**src/rtl/assoc_recall_if.sv**
```systemverilog
// assoc_recall_if: recall request/result handshake plus connection-memory read port
interface assoc_recall_if #(
  parameter int NUM_CLASSES = 16,
  parameter int CLASS_W = $clog2(NUM_CLASSES),
  parameter int WEIGHT_W = 16
);
  logic recall_start;
  logic [CLASS_W:0] key_class;
  logic recall_busy;
  logic recall_done;
  logic recall_found;
  logic [CLASS_W-1:0] response_class;
  logic [WEIGHT_W-1:0] response_weight;
  logic conn_rd_en;
  logic [CLASS_W-1:0] conn_rd_key;
  logic [CLASS_W-1:0] conn_rd_resp;
  logic conn_rd_presence;
  logic [WEIGHT_W-1:0] conn_rd_weight;
  modport master (
    output recall_start, key_class, conn_rd_presence, conn_rd_weight,
    input recall_busy, recall_done, recall_found, response_class, response_weight,
    input conn_rd_en, conn_rd_key, conn_rd_resp
  );
  modport slave (
    input recall_start, key_class, conn_rd_presence, conn_rd_weight,
    output recall_busy, recall_done, recall_found, response_class, response_weight,
    output conn_rd_en, conn_rd_key, conn_rd_resp
  );
endinterface

```
**src/rtl/assoc_recall.sv**
```systemverilog
// assoc_recall: scans a key's connection row and returns the strongest present response class
module assoc_recall #(
  parameter int NUM_CLASSES = 16,
  parameter int CLASS_W = $clog2(NUM_CLASSES),
  parameter int WEIGHT_W = 16
) (
  input logic clk,
  input logic rst,
  assoc_recall_if.slave bus
);
  typedef enum logic [1:0] {IDLE, SCAN, DRAIN, DONE} state_t;
  localparam logic [CLASS_W:0] LAST = (CLASS_W+1)'(NUM_CLASSES);
  state_t state;
  logic [CLASS_W:0] cnt;
  logic rd_q;
  logic [CLASS_W-1:0] resp_q;
  logic found;
  logic [CLASS_W-1:0] cls;
  logic [WEIGHT_W-1:0] best;
  logic take;
  // rd_q marks the cycle in which the memory returns data for column resp_q
  always_comb take = rd_q && bus.conn_rd_presence && (!found || bus.conn_rd_weight > best);
  always_ff @(posedge clk) begin
    if (rst) begin
      state <= IDLE;
      cnt <= '0;
      rd_q <= 1'b0;
      resp_q <= '0;
      found <= 1'b0;
      cls <= '0;
      best <= '0;
      bus.recall_busy <= 1'b0;
      bus.recall_done <= 1'b0;
      bus.recall_found <= 1'b0;
      bus.response_class <= '0;
      bus.response_weight <= '0;
      bus.conn_rd_en <= 1'b0;
      bus.conn_rd_key <= '0;
      bus.conn_rd_resp <= '0;
    end else begin
      rd_q <= bus.conn_rd_en;
      resp_q <= bus.conn_rd_resp;
      if (take) begin
        found <= 1'b1;
        cls <= resp_q;
        best <= bus.conn_rd_weight;
      end
      case (state)
        IDLE: if (bus.recall_start) begin
          found <= 1'b0;
          cls <= '0;
          best <= '0;
          bus.recall_busy <= 1'b1;
          if (bus.key_class < LAST) begin
            state <= SCAN;
            bus.conn_rd_key <= bus.key_class[CLASS_W-1:0];
            bus.conn_rd_en <= 1'b1;
            bus.conn_rd_resp <= '0;
            cnt <= {{CLASS_W{1'b0}}, 1'b1};
          end else begin
            state <= DONE;
            bus.recall_done <= 1'b1;
            bus.recall_found <= 1'b0;
            bus.response_class <= '0;
            bus.response_weight <= '0;
          end
        end
        SCAN: if (cnt == LAST) begin
          bus.conn_rd_en <= 1'b0;
          state <= DRAIN;
        end else begin
          bus.conn_rd_resp <= cnt[CLASS_W-1:0];
          cnt <= cnt + 1'b1;
        end
        DRAIN: begin
          state <= DONE;
          bus.recall_done <= 1'b1;
          bus.recall_found <= found || take;
          bus.response_class <= take ? resp_q : cls;
          bus.response_weight <= take ? bus.conn_rd_weight : best;
        end
        DONE: begin
          state <= IDLE;
          bus.recall_done <= 1'b0;
          bus.recall_busy <= 1'b0;
        end
      endcase
    end
  end
endmodule

```
**src/flat_wrapper.sv**
```systemverilog
// flat-port wrapper written by rule: the top's interface ports become plain ports
module assoc_recall_flat 
#(
  parameter int NUM_CLASSES = 16,
  parameter int CLASS_W = $clog2(NUM_CLASSES),
  parameter int WEIGHT_W = 16
)
  (clk, rst, bus_recall_start, bus_key_class, bus_conn_rd_presence, bus_conn_rd_weight, bus_recall_busy, bus_recall_done, bus_recall_found, bus_response_class, bus_response_weight, bus_conn_rd_en, bus_conn_rd_key, bus_conn_rd_resp);
  assoc_recall_if #(.NUM_CLASSES(NUM_CLASSES), .CLASS_W(CLASS_W), .WEIGHT_W(WEIGHT_W)) bus_i ();
  input logic clk;
  input logic rst;
  input wire logic [$bits(bus_i.recall_start)-1:0] bus_recall_start;
  input wire logic [$bits(bus_i.key_class)-1:0] bus_key_class;
  input wire logic [$bits(bus_i.conn_rd_presence)-1:0] bus_conn_rd_presence;
  input wire logic [$bits(bus_i.conn_rd_weight)-1:0] bus_conn_rd_weight;
  output wire logic [$bits(bus_i.recall_busy)-1:0] bus_recall_busy;
  output wire logic [$bits(bus_i.recall_done)-1:0] bus_recall_done;
  output wire logic [$bits(bus_i.recall_found)-1:0] bus_recall_found;
  output wire logic [$bits(bus_i.response_class)-1:0] bus_response_class;
  output wire logic [$bits(bus_i.response_weight)-1:0] bus_response_weight;
  output wire logic [$bits(bus_i.conn_rd_en)-1:0] bus_conn_rd_en;
  output wire logic [$bits(bus_i.conn_rd_key)-1:0] bus_conn_rd_key;
  output wire logic [$bits(bus_i.conn_rd_resp)-1:0] bus_conn_rd_resp;
  assign bus_i.recall_start = bus_recall_start;
  assign bus_i.key_class = bus_key_class;
  assign bus_i.conn_rd_presence = bus_conn_rd_presence;
  assign bus_i.conn_rd_weight = bus_conn_rd_weight;
  assign bus_recall_busy = bus_i.recall_busy;
  assign bus_recall_done = bus_i.recall_done;
  assign bus_recall_found = bus_i.recall_found;
  assign bus_response_class = bus_i.response_class;
  assign bus_response_weight = bus_i.response_weight;
  assign bus_conn_rd_en = bus_i.conn_rd_en;
  assign bus_conn_rd_key = bus_i.conn_rd_key;
  assign bus_conn_rd_resp = bus_i.conn_rd_resp;
  assoc_recall #(.NUM_CLASSES(NUM_CLASSES), .CLASS_W(CLASS_W), .WEIGHT_W(WEIGHT_W)) u_core (.clk(clk), .rst(rst), .bus(bus_i));
endmodule
```
**config.mk**
```make
export PLATFORM = sky130hd
export DESIGN_NAME = assoc_recall_flat
export DESIGN_NICKNAME = d
export VERILOG_FILES = /design/src/rtl/assoc_recall_if.sv /design/src/rtl/assoc_recall.sv /design/src/flat_wrapper.sv
export SDC_FILE = /design/constraint.sdc
export NUM_CORES = 1
export LEC_CHECK = 0
export CAP_MARGIN = 20
export CORE_MARGIN = 4
export CORE_UTILIZATION = 55
export CTS_CLUSTER_SIZE = 28
export DETAILED_ROUTE_END_ITERATION = 7
export PLACE_DENSITY = 0.83
export REMOVE_ABC_BUFFERS = 1
export SLEW_MARGIN = 20
export SYNTH_ARGS = -nofsm -noshare
export SYNTH_HDL_FRONTEND = slang
export SYNTH_SLANG_ARGS = --single-unit
```
**constraint.sdc**
```tcl
create_clock -name clk -period 6.35 [get_ports clk]
set_clock_uncertainty 0.1 [all_clocks]
set_input_delay 0.635 -clock clk [delete_from_list [all_inputs] [get_ports clk]]
set_output_delay 0.635 -clock clk [all_outputs]
set_load 0.02 [all_outputs]
```
### Word-level counts from Yosys, hierarchy flattened

Cells that the tools add are included.

| storage, ports and cells | value |
|---|---|
| bits in registers | 65 |
| bits of input ports | 25 |
| output and inout port bits | 32 |
| word-level logic and storage cells | 83 |

| cells by class | value |
|---|---|
| $add $sub $neg | 1 |
| magnitude comparators | 2 |
| equality and inequality tests | 9 |
| multiplexer cells | 39 |
| reduce and logical (&&, ||, !) cells | 17 |

Operator list:

| operator | number |
|---|---|
| 2-to-1 mux 16 bit | 5 |
| 2-to-1 mux 4 bit | 8 |
| one-hot mux 16 bit (2 select lines) | 1 |
| greater-than comparator 16 bit | 1 |
| one-hot mux 4 bit (2 select lines) | 2 |
| 2-to-1 mux 5 bit | 3 |
| 2-to-1 mux 1 bit | 11 |
| one-hot mux 5 bit (2 select lines) | 1 |
| AND reduction 3 bit | 3 |
| one-hot mux 2 bit (4 select lines) | 1 |
| AND reduction 4 bit | 2 |
| 2-to-1 mux 2 bit | 3 |
| inequality test 2 bit (second input constant) | 3 |
| one-hot mux 1 bit (2 select lines) | 3 |
| nonzero test 2 bit | 3 |
| adder 5 x 1 -> 5 bit (second input constant) | 1 |
| == test 5 bit (second input constant) | 1 |
| less-than comparator 5 bit (second input constant) | 1 |
| == test 2 bit (second input constant) | 2 |
| inequality test 2 x 1 -> 1 bit (second input constant) | 2 |
| AND reduction 2 bit | 2 |
| one-hot mux 1 bit (3 select lines) | 1 |
| nonzero test 3 bit | 1 |
| == test 2 x 1 -> 1 bit (second input constant) | 1 |
| other kinds (4) | 6 |

### Longest topological paths before layout

| logic depth | value |
|---|---|
| word-level depth | 6 |
| gate-level depth with buffers | 10 |
| mapped depth without buffers | 8 |

### Worst setup path after synthesis

Ideal clock, no wire load.

| timing path | value |
|---|---|
| kind | input port to flip-flop |
| start | in bus_conn_rd_weight[13] |
| end | reg u_core.bus.response_class[0] |
| setup time | 123 ps |
| arrival time | 2209 ps |
| required time | 6127 ps |
| slack | 3918 ps |
| stages on the path | 8 |
| path buffers | 1 |
| cells stage by stage | ha_1 a21o_1 a21o_1 a211o_1 a211o_1 buf_2 nand4_1 o211ai_2 |

| between the ends | value |
|---|---|
| cells in the longest elaborated chain, start to end | 5 |

Ends and longest elaborated chain:

| item | line | RTL |
|---|---|---|
| from (decl) | flat_wrapper.sv:15 | `input wire logic [$bits(bus_i.conn_rd_weight)-1:0] bus_conn_rd_weight;` |
| greater-than comparator 16 bit | assoc_recall.sv:22 | `always_comb take = rd_q && bus.conn_rd_presence && (!found \|\| bus.conn_rd_weight > best);` |
| logical OR 1 bit | assoc_recall.sv:22 |  |
| logical AND 1 bit | assoc_recall.sv:22 |  |
| 2-to-1 mux 4 bit | assoc_recall.sv:79 | `bus.response_class <= take ? resp_q : cls;` |
| one-hot mux 4 bit (2 select lines) | assoc_recall.sv:48 | `case (state)` |
| to (signal assigned) | assoc_recall.sv:79 |  |
| to (decl) | assoc_recall_if.sv:26 | `output recall_busy, recall_done, recall_found, response_class, response_weight,` |

Every way passes these cells.
A chain may end at the register's enable or synchronous reset.

### Worst setup path after layout

| timing path | value |
|---|---|
| start | in bus_conn_rd_weight[15] |
| end | reg u_core.bus.response_class[1] |

Same word-level chain as after synthesis.

==> out/results.ini <==
[global_route]
grt.overflow.total=0
grt_antenna_before_repair=0
track_usage_pct=21.4
grt_pass1_vias=2807
grt_pass1_wl_um=12700
grt_max_degree=41

[die]
std_cell_rows=27
core_um2=5610
die_x_um=84.8
die-area_um2=7190
pin_count=57
die_h_um=84.8
initial_core_util_pct=57.8

[sta]
tns_ps=0
report.final.slew_viol_count=0
setup_ws_ps=2960
rsz0062_at_grt=false
max_clock_freq_mhz=295
slew_headroom_pct=43.7
finalSetupViolations=0
worstMarginPinSlew_ps=844
period_needed_ps=3390
hold_slack_ps=354
finalHoldViolations=0
min_period_over_period_pct=53.4

[clocking]
clk_pin_slew_ps=70
root_buffer=clkbuf_8
clk_latency_ps=340
cts_buffers=9
cts_tree=done
cts_resized=0
cts_setup_buffers=0
cts_sinks=65
cts_buffer_depth=2
cts_htree_levels=3
hold_buffers=0

[place]
dpl-instance-area_um2=3810
place_congestion=0.872
dpl_worst_slack_ps=2570
numPortBuffers=56
dp_hpwl_um=4930

[yosys]
yosys_warnings=0
yosysSeqAreaShare_pct=40.1
synth_area_leader_cell=dfxtp_1
ys_ff_latch=65
synth.distinct_cells=37
yosys.cell_count.top_type=dfxtp_1
netlist_area_um2=3240
synth_top_area_share_pct=40.1
synth_cells=385
synth_edf_count=0
synth_area_leaders=dfxtp_1, ha_1, o211ai_2
async_flop_share_pct=0
synth_common_cells=dfxtp_1, nand2_1, a21oi_1
synth.avg_cell_area_um2=8.42
ys.flop_type=dfxtp_1

[route]
dr.pass1.iters=4
wl_per_cell_um=14.5
via_per_inst=5.66
num_vias=2879
antenna_left=0
drc=0
drt_wl_total_um=7370
dr.first_iter.drc_count=214

[power]
p_per_area_nw_per_um2=265
power.switching_mw=0.359
peakVddDrop_mv=0.253
pwr-share-clk_pct=29.7
switching_share_pct=33.9
intPower_mw=0.698
pwr-share-comb_pct=27.3
seqPwrFrac_pct=43.0
leakagePower_nw=1.50

[cells_and_area]
areaGrowthSynthToFinish_pct=23.0
antenna_cells=0
drive_gt1_share_pct=11.0
layout.nets=479
multi_input_area_um2=1730
utilization_pct=71.1
regArea_um2=1300
num-fill-cells=452
final_area_um2=3990

[critical_path]
r2r_slack_ps=3380
worstSetupPathType=input port to register
worstPathMaxFanout=21
worstSetupStartpointType=input port
worstSetupEndpointType=register
critPathMaxStageDelay_ps=780
worstPathRequired_ps=6470
worstPathArrival_ps=3520
cp_slowest_cell=nor2_2
path_cells=clkdlybuf4s50_1 > ha_1 > nand4_2 > nor4_4 > nand2_1 > nand3_1 > nor2_2 > buf_4 > o211ai_2

[hold_path]
holdCritPathClass=register to register

[job]
maxCapViolCount=0

[status]
status=finished clean

==> layout by cell type, fill, tap and decap left out, types with 7 or more instances in the layout <==
cell type        Yosys  final
clkdlybuf4s50_1      0     56
nor2_1              26     24
a21oi_1             34     34
dfxtp_1             65     65
o21ai_0             27     27
nand4_1             23     23
inv_1               22     22
buf_4                2      7
nand2_1             56     56
o211ai_2            20     20
clkbuf_8             0     11
nand3_1             23     23
ha_1                22     22
==> critical path, delay by kind of cell <==
kind                       cells  cell delay (ps)
and+or+nand+nor                5             1580
buffers and inverters          2              840
adders and majority gates      1              360
AOI/OAI and AO/OA              1              110
==> worst paths after layout <==
kind / startpoint / endpoint / cells after the start
min: u_core.bus.conn_rd_key[3]$_SDFFE_PP0P_ / u_core.bus.conn_rd_key[3]$_SDFFE_PP0P_ / 2
min reg2reg: u_core.bus.conn_rd_key[3]$_SDFFE_PP0P_ / u_core.bus.conn_rd_key[3]$_SDFFE_PP0P_ / 2
max: bus_conn_rd_weight[15] / u_core.bus.response_class[1]$_SDFFE_PP0P_ / 9
max reg2reg: register / u_core.bus.response_class[1]$_SDFFE_PP0P_ / 9
==> area by class of cell <==
cell class / instances / area share [%]
well taps: 72 / 2.26
inverters: 22 / 2.07
clock buffers: 13 / 3.98
multi-input cells: 271 / 43.3
clock inverters: 3 / 0.376
repair buffers: 63 / 15.4
flip-flops and latches: 65 / 32.6
==> cell families after synthesis <==
family          count (synthesis)  share of synthesized area (%)
simple gates                  145                           21.6
compound gates                101                           22.3
flops                          65                           40.1
buf+inv                        49                           6.75
fa+ha+maj                      22                           8.49
xor+xnor                        3                          0.810
==> metal layers <==
layer / part of all wire (%) / up-vias / wire (um) / GRT usage (%)
met5: 0 / - / 0 / 0
met4: 1.5 / 0 / 108 / 7.48
met3: 6.7 / 12 / 495 / 6.87
met2: 49 / 88 / 3640 / 37.0
met1: 42 / 1337 / 3120 / 24.9
li1: - / 1442 / - / -
==> power groups by stage <==
| stage | clock [mW] | combinational [mW] | sequential [mW] |
|---|---|---|---|
| 3_3_place_gp | 0 | 0.280 | 0.462 |
| 3_5_place_dp | 0 | 0.287 | 0.463 |
| 2_1_floorplan | 0 | 0.170 | 0.473 |
| 6_report | 0.313 | 0.288 | 0.455 |
| 4_1_cts | 0.322 | 0.289 | 0.454 |
| 5_1_grt | 0.341 | 0.323 | 0.458 |
==> per-stage QoR <==
| stage | power [mW] | instances |
|---|---|---|
| 3_5_place_dp | 0.750 | 493 |
| 4_1_cts | 1.06 | 509 |
| 6_report | 1.06 | 509 |
| 3_3_place_gp | 0.742 | 493 |
| 5_1_grt | 1.12 | 509 |
| 2_1_floorplan | 0.643 | 358 |
Power figures use the tool's default switching activity.
